--- src/rtl/lcd_pixel_emitter.sv ---
// LCD pixel emitter: buffers PPU pixels in a 4-deep FIFO and writes them out with line/frame timing.
// Define LCD_EMITTER_UNDERFLOW_CNT_EN to add the O_UNDERFLOW_COUNT port.
module lcd_pixel_emitter #(
    parameter int HBLANK_CYCLES = 204,
    parameter int VBLANK_CYCLES = 4560
) (
    input  logic       I_GPU_CLOCK,
    input  logic       I_RESET,
    input  logic       I_LCD_ON,
    input  logic [1:0] I_PIX,
    input  logic       I_PIX_VALID,
    output logic       O_PIX_READY,
    output logic [1:0] O_PIXEL_DATA,
    output logic [7:0] O_GB_PIXEL_COUNT,
    output logic [7:0] O_GB_LINE_COUNT,
    output logic       O_GB_HSYNC,
    output logic       O_GB_VSYNC,
    output logic       O_GB_WE
`ifdef LCD_EMITTER_UNDERFLOW_CNT_EN
    ,
    output logic [7:0] O_UNDERFLOW_COUNT
`endif
);

    localparam logic [1:0] S_IDLE   = 2'd0;
    localparam logic [1:0] S_ACTIVE = 2'd1;
    localparam logic [1:0] S_HBLANK = 2'd2;
    localparam logic [1:0] S_VBLANK = 2'd3;

    localparam logic [15:0] HB_LAST = 16'(HBLANK_CYCLES - 1);
    localparam logic [15:0] VB_LAST = 16'(VBLANK_CYCLES - 1);

    logic [1:0]  r_state;
    logic [1:0]  r_mem [4];
    logic [1:0]  r_wptr;
    logic [1:0]  r_rptr;
    logic [2:0]  r_cnt;
    logic [7:0]  r_x;
    logic [7:0]  r_line;
    logic [15:0] r_blank_cnt;
    logic        r_we;
    logic        r_hsync;
    logic        r_vsync;
    logic [1:0]  r_data;
    logic [7:0]  r_pix_cnt;
    logic [7:0]  r_line_cnt;

    logic w_full;
    logic w_empty;
    logic w_ready;
    logic w_push;
    logic w_pop;
    logic w_hb_done;
    logic w_vb_entry;

    assign w_full     = (r_cnt == 3'd4);
    assign w_empty    = (r_cnt == 3'd0);
    assign w_ready    = (r_state != S_IDLE) && !w_full;
    assign w_push     = I_PIX_VALID && w_ready;
    assign w_pop      = (r_state == S_ACTIVE) && !w_empty;
    assign w_hb_done  = (r_state == S_HBLANK) && (r_blank_cnt == HB_LAST);
    assign w_vb_entry = w_hb_done && (r_line == 8'd143);

    assign O_PIX_READY      = w_ready;
    assign O_PIXEL_DATA     = r_data;
    assign O_GB_PIXEL_COUNT = r_pix_cnt;
    assign O_GB_LINE_COUNT  = r_line_cnt;
    assign O_GB_HSYNC       = r_hsync;
    assign O_GB_VSYNC       = r_vsync;
    assign O_GB_WE          = r_we;

    always_ff @(posedge I_GPU_CLOCK) begin
        if (w_push) begin
            r_mem[r_wptr] <= I_PIX;
        end
    end

    // IDLE flushes the FIFO so a restart never replays stale pixels
    always_ff @(posedge I_GPU_CLOCK or posedge I_RESET) begin
        if (I_RESET) begin
            r_wptr <= 2'd0;
            r_rptr <= 2'd0;
            r_cnt  <= 3'd0;
        end else if (r_state == S_IDLE) begin
            r_wptr <= 2'd0;
            r_rptr <= 2'd0;
            r_cnt  <= 3'd0;
        end else begin
            if (w_push) begin
                r_wptr <= r_wptr + 2'd1;
            end
            if (w_pop) begin
                r_rptr <= r_rptr + 2'd1;
            end
            unique case ({w_push, w_pop})
                2'b10:   r_cnt <= r_cnt + 3'd1;
                2'b01:   r_cnt <= r_cnt - 3'd1;
                default: r_cnt <= r_cnt;
            endcase
        end
    end

    always_ff @(posedge I_GPU_CLOCK or posedge I_RESET) begin
        if (I_RESET) begin
            r_state     <= S_IDLE;
            r_x         <= 8'd0;
            r_line      <= 8'd0;
            r_blank_cnt <= 16'd0;
            r_we        <= 1'b0;
            r_hsync     <= 1'b0;
            r_vsync     <= 1'b0;
            r_data      <= 2'd0;
            r_pix_cnt   <= 8'd0;
            r_line_cnt  <= 8'd0;
        end else begin
            r_we    <= 1'b0;
            r_hsync <= 1'b0;
            unique case (r_state)
                S_IDLE: begin
                    r_vsync     <= 1'b0;
                    r_x         <= 8'd0;
                    r_line      <= 8'd0;
                    r_blank_cnt <= 16'd0;
                    if (I_LCD_ON) begin
                        r_state <= S_ACTIVE;
                    end
                end
                S_ACTIVE: begin
                    if (w_pop) begin
                        r_we       <= 1'b1;
                        r_data     <= r_mem[r_rptr];
                        r_pix_cnt  <= r_x;
                        r_line_cnt <= r_line;
                        if (r_x == 8'd159) begin
                            r_x         <= 8'd0;
                            r_hsync     <= 1'b1;
                            r_blank_cnt <= 16'd0;
                            r_state     <= S_HBLANK;
                        end else begin
                            r_x <= r_x + 8'd1;
                        end
                    end
                end
                S_HBLANK: begin
                    if (w_hb_done) begin
                        r_blank_cnt <= 16'd0;
                        r_line      <= r_line + 8'd1;
                        if (w_vb_entry) begin
                            r_vsync <= 1'b1;
                            r_state <= S_VBLANK;
                        end else begin
                            r_state <= S_ACTIVE;
                        end
                    end else begin
                        r_blank_cnt <= r_blank_cnt + 16'd1;
                    end
                end
                S_VBLANK: begin
                    if (r_blank_cnt == VB_LAST) begin
                        r_blank_cnt <= 16'd0;
                        r_vsync     <= 1'b0;
                        r_line      <= 8'd0;
                        r_state     <= I_LCD_ON ? S_ACTIVE : S_IDLE;
                    end else begin
                        r_blank_cnt <= r_blank_cnt + 16'd1;
                    end
                end
                default: r_state <= S_IDLE;
            endcase
        end
    end

`ifdef LCD_EMITTER_UNDERFLOW_CNT_EN
    logic [7:0] r_underflow;

    assign O_UNDERFLOW_COUNT = r_underflow;

    always_ff @(posedge I_GPU_CLOCK or posedge I_RESET) begin
        if (I_RESET) begin
            r_underflow <= 8'd0;
        end else if (w_vb_entry) begin
            r_underflow <= 8'd0;
        end else if ((r_state == S_ACTIVE) && w_empty && (r_underflow != 8'hFF)) begin
            r_underflow <= r_underflow + 8'd1;
        end
    end
`endif

endmodule

--- config.mk ---
export PLATFORM = sky130hd
export DESIGN_NAME = lcd_pixel_emitter
export DESIGN_NICKNAME = d
export VERILOG_FILES = /design/src/rtl/lcd_pixel_emitter.sv
export SDC_FILE = /design/constraint.sdc
export NUM_CORES = 1
export LEC_CHECK = 0
export BUFFER_PORTS_ARGS = -buffer_cell sky130_fd_sc_hd__buf_4
export CORE_UTILIZATION = 45
export DETAILED_ROUTE_END_ITERATION = 7
export PLACE_DENSITY = 0.64
export SYNTH_ARGS = -nofsm -noshare
export SYNTH_HDL_FRONTEND = slang
export SYNTH_SLANG_ARGS = --single-unit
--- constraint.sdc ---
create_clock -name I_GPU_CLOCK -period 4 [get_ports I_GPU_CLOCK]
set_input_delay 0.2 -clock I_GPU_CLOCK [delete_from_list [all_inputs] [get_ports I_GPU_CLOCK]]
set_output_delay 0.2 -clock I_GPU_CLOCK [all_outputs]
set_load 0.05 [all_outputs]
==> out/results.txt <==
Syn Area/Cell -> 9.45 µm²
synth top area cells -> dfrtp_1 (45%), nand2_1 (9.1%), edfxtp_1 (6.9%)
synth warn -> 0
Yosys top cell area share -> 44.7%
status -> finished clean
clk slew on worst S/H paths -> 0.07 ns
largest net degree at the start of global routing -> 63
Pwr Density -> 590 nW/µm²
startpoint types -> flip-flop
minimum clock period -> 2.80 ns
drt via density -> 5.39
ys async rst share -> 88.6%
area grow syn2layout -> 14.1%
Layout Cells excl Fill -> 496
number of diodes -> 0
Cell Chain, Critical Path -> nor2_1 -> a211oi_4 -> nor2_1 -> fa_1 -> and3_1 -> nor2_1 -> mux2i_1
layout cells sized above 1 -> 14.6%
register bit total from synthesis -> 70
WP data required -> 4.25 ns
row cnt -> 31
gr ovfl total -> 0
Arrival @ worst endpoint -> 3.06 ns
Tcrit/Tclk final -> 70.1%
Setup Buffers After CTS -> 0
Pins Over Slew Limit -> 0
initial antenna violation count -> 0
Slew headroom -> 29.0%
CTS buffer count -> 9
Top cell by count, worst path -> nor2_1
final net count -> 406
vias in the first global route -> 2559
DRT iter0 DRCs -> 169
Setup Skew -> 0.0111 ns
placed cell count -> 480
post-CTS sizing -> 0
Hold Buf Count CTS -> 0
sequential area share after synthesis -> 51.6%
Setup-failing EPs final -> 0
Worst path max stage delay -> 0.83 ns
global placement routability congestion -> 0.814
post-layout util -> 53.7%
Yosys cell types -> 51
worst slack, placed -> 1.25 ns
most area-hungry cell type in the Yosys netlist -> dfrtp_1
top_reg_cell synth -> dfrtp_1
CP max FO -> 27
Peak VDD IR -> 0.000201 V
slowest stage cell, crit path -> dfrtp_1
Clock Latency Late Sink -> 0.34 ns
DR WL/cell -> 14.3 µm
final WL -> 7.09 mm
Worst Tran Pin Value -> 1.07 ns
die height -> 89.8 µm
Post-synth EDFFs -> 8
final hold vios -> 0
commonest non-fill, non-tap cell in the layout -> nand2_1
number of remaining DRC errors -> 0
Setup CP Type -> reg2reg
antenna viol nets, final -> 0
IO buf count -> 27
H-tree level count -> 3
Starting Density -> 47.1%
Max Clk Rate -> 357 MHz
Post-Synthesis Cell Area -> 3470 µm²
most frequent cells in the layout -> nand2_1 (84), dfrtp_1 (62), buf_4 (29)
Hold Path Class -> in2reg
core area -> 7370 µm²
Die W -> 89.8 µm
first-pass GRT wire length -> 12.5 mm
CTS tree -> done
RSZ-0062 raised after global routing -> false
Syn Inst Count -> 367
GRT Overall Usage -> 19.2%
Detailed Place HPWL -> 4.68 mm
clk sinks -> 70
DRT Pass-1 Iters -> 5
clock tree buffer depth -> 2
post-route setup TNS -> 0 ns
CP endpoint kind -> flip-flop
Syn Nets -> 381
Max Cap Viol -> 0
Die Area -> 8060 µm²
root buffer cell -> clkbuf_8
Leak -> 0.00180 µW
via count -> 2673
Fillers -> 661
setup ws final -> 1.20 ns
Ports -> 28
[Yosys cell counts (all sizes together), types with 8 or more instances]
cell type and n:
a21oi 16, clkbuf 8, dfrtp 62, edfxtp 8, inv 12, nand2 85
nand3 18, nand4 8, nor2 25, nor3 11, o21ai 28, or3 8
[per-stage QoR]
step	hold WS, ns	total power (µW)	area, µm²
after detailed placement	0.409	1710	3740
after floorplan	0.299	1500	3470
final	0.0629	2340	3960
after CTS	0.0547	2350	3960
after global routing	0.0518	2480	3960
after global placement	0.411	1680	3740
[registers in the layout, summed over array words and instances (netlist names), 3 cells and up]
signal and count:
O_GB_LINE_COUNT 8, O_GB_PIXEL_COUNT 8, r_line 8, r_x 8, r_mem 8, r_blank_cnt 16, r_cnt 3
[cells by family after synthesis]
kind of cell | Yosys count | share of synthesized area (%)
DFF | 70 | 51.6
buffers and inverters | 28 | 3.57
AOI/OAI and AO/OA | 61 | 10.8
adders and majority gates | 8 | 3.10
and+or+nand+nor | 185 | 26.0
xor gates and xnor gates | 6 | 1.51
muxes | 9 | 3.39
[per-layer routing]
metal	global-route usage (%)	vias to the layer above	wire length [µm]
met5	0	-	0
met4	6.15	0	60
met3	3.30	6	259
met2	29.5	54	3290
met1	27.8	1279	3480
li1	-	1334	-
[cell type report]
| class | count | area, µm² | share of cell area [%] |
|---|---|---|---|
| clock buffer | 11 | 141 | 3.57 |
| tap | 99 | 124 | 3.13 |
| timing repair buffer | 29 | 218 | 5.50 |
| clock inverter | 5 | 82.6 | 2.09 |
| sequential | 70 | 1790 | 45.2 |
| inverter | 13 | 48.8 | 1.23 |
| multi-input combinational | 269 | 1550 | 39.2 |
[worst max-delay path: cells and delay by family, from the launching register on]
kind | cells | cell delay, ns
fa+ha+maj | 1 | 0.41
compound gates | 1 | 0.52
mux | 1 | 0.21
flops | 1 | 0.83
simple gates | 4 | 0.74
[power breakdown]
part,leakage (µW),switching (µW),internal (µW)
registers,0.000917,105,815
logic,0.000771,528,242
clock network,0.000113,276,370
[path summary, 6_finish.rpt]
| check | startpoint | cells after the start | slack, ns | end |
|---|---|---|---|---|
| hold / removal | I_PIX[1] | 1 | 0.06 | r_mem[0][1] |
| min in group asynchronous | I_RESET | 3 | 0.07 | O_GB_PIXEL_COUNT[0] |
| setup reg to reg | r_state[1] | 7 | 1.20 | r_cnt[2] |
| hold reg to reg | O_GB_LINE_COUNT[3] | 2 | 0.48 | O_GB_LINE_COUNT[3] |
| max in group asynchronous | I_RESET | 3 | 3.38 | r_blank_cnt[3] |
| setup / recovery | r_state[1] | 7 | 1.20 | r_cnt[2] |
Power figures use the tool's default switching activity.
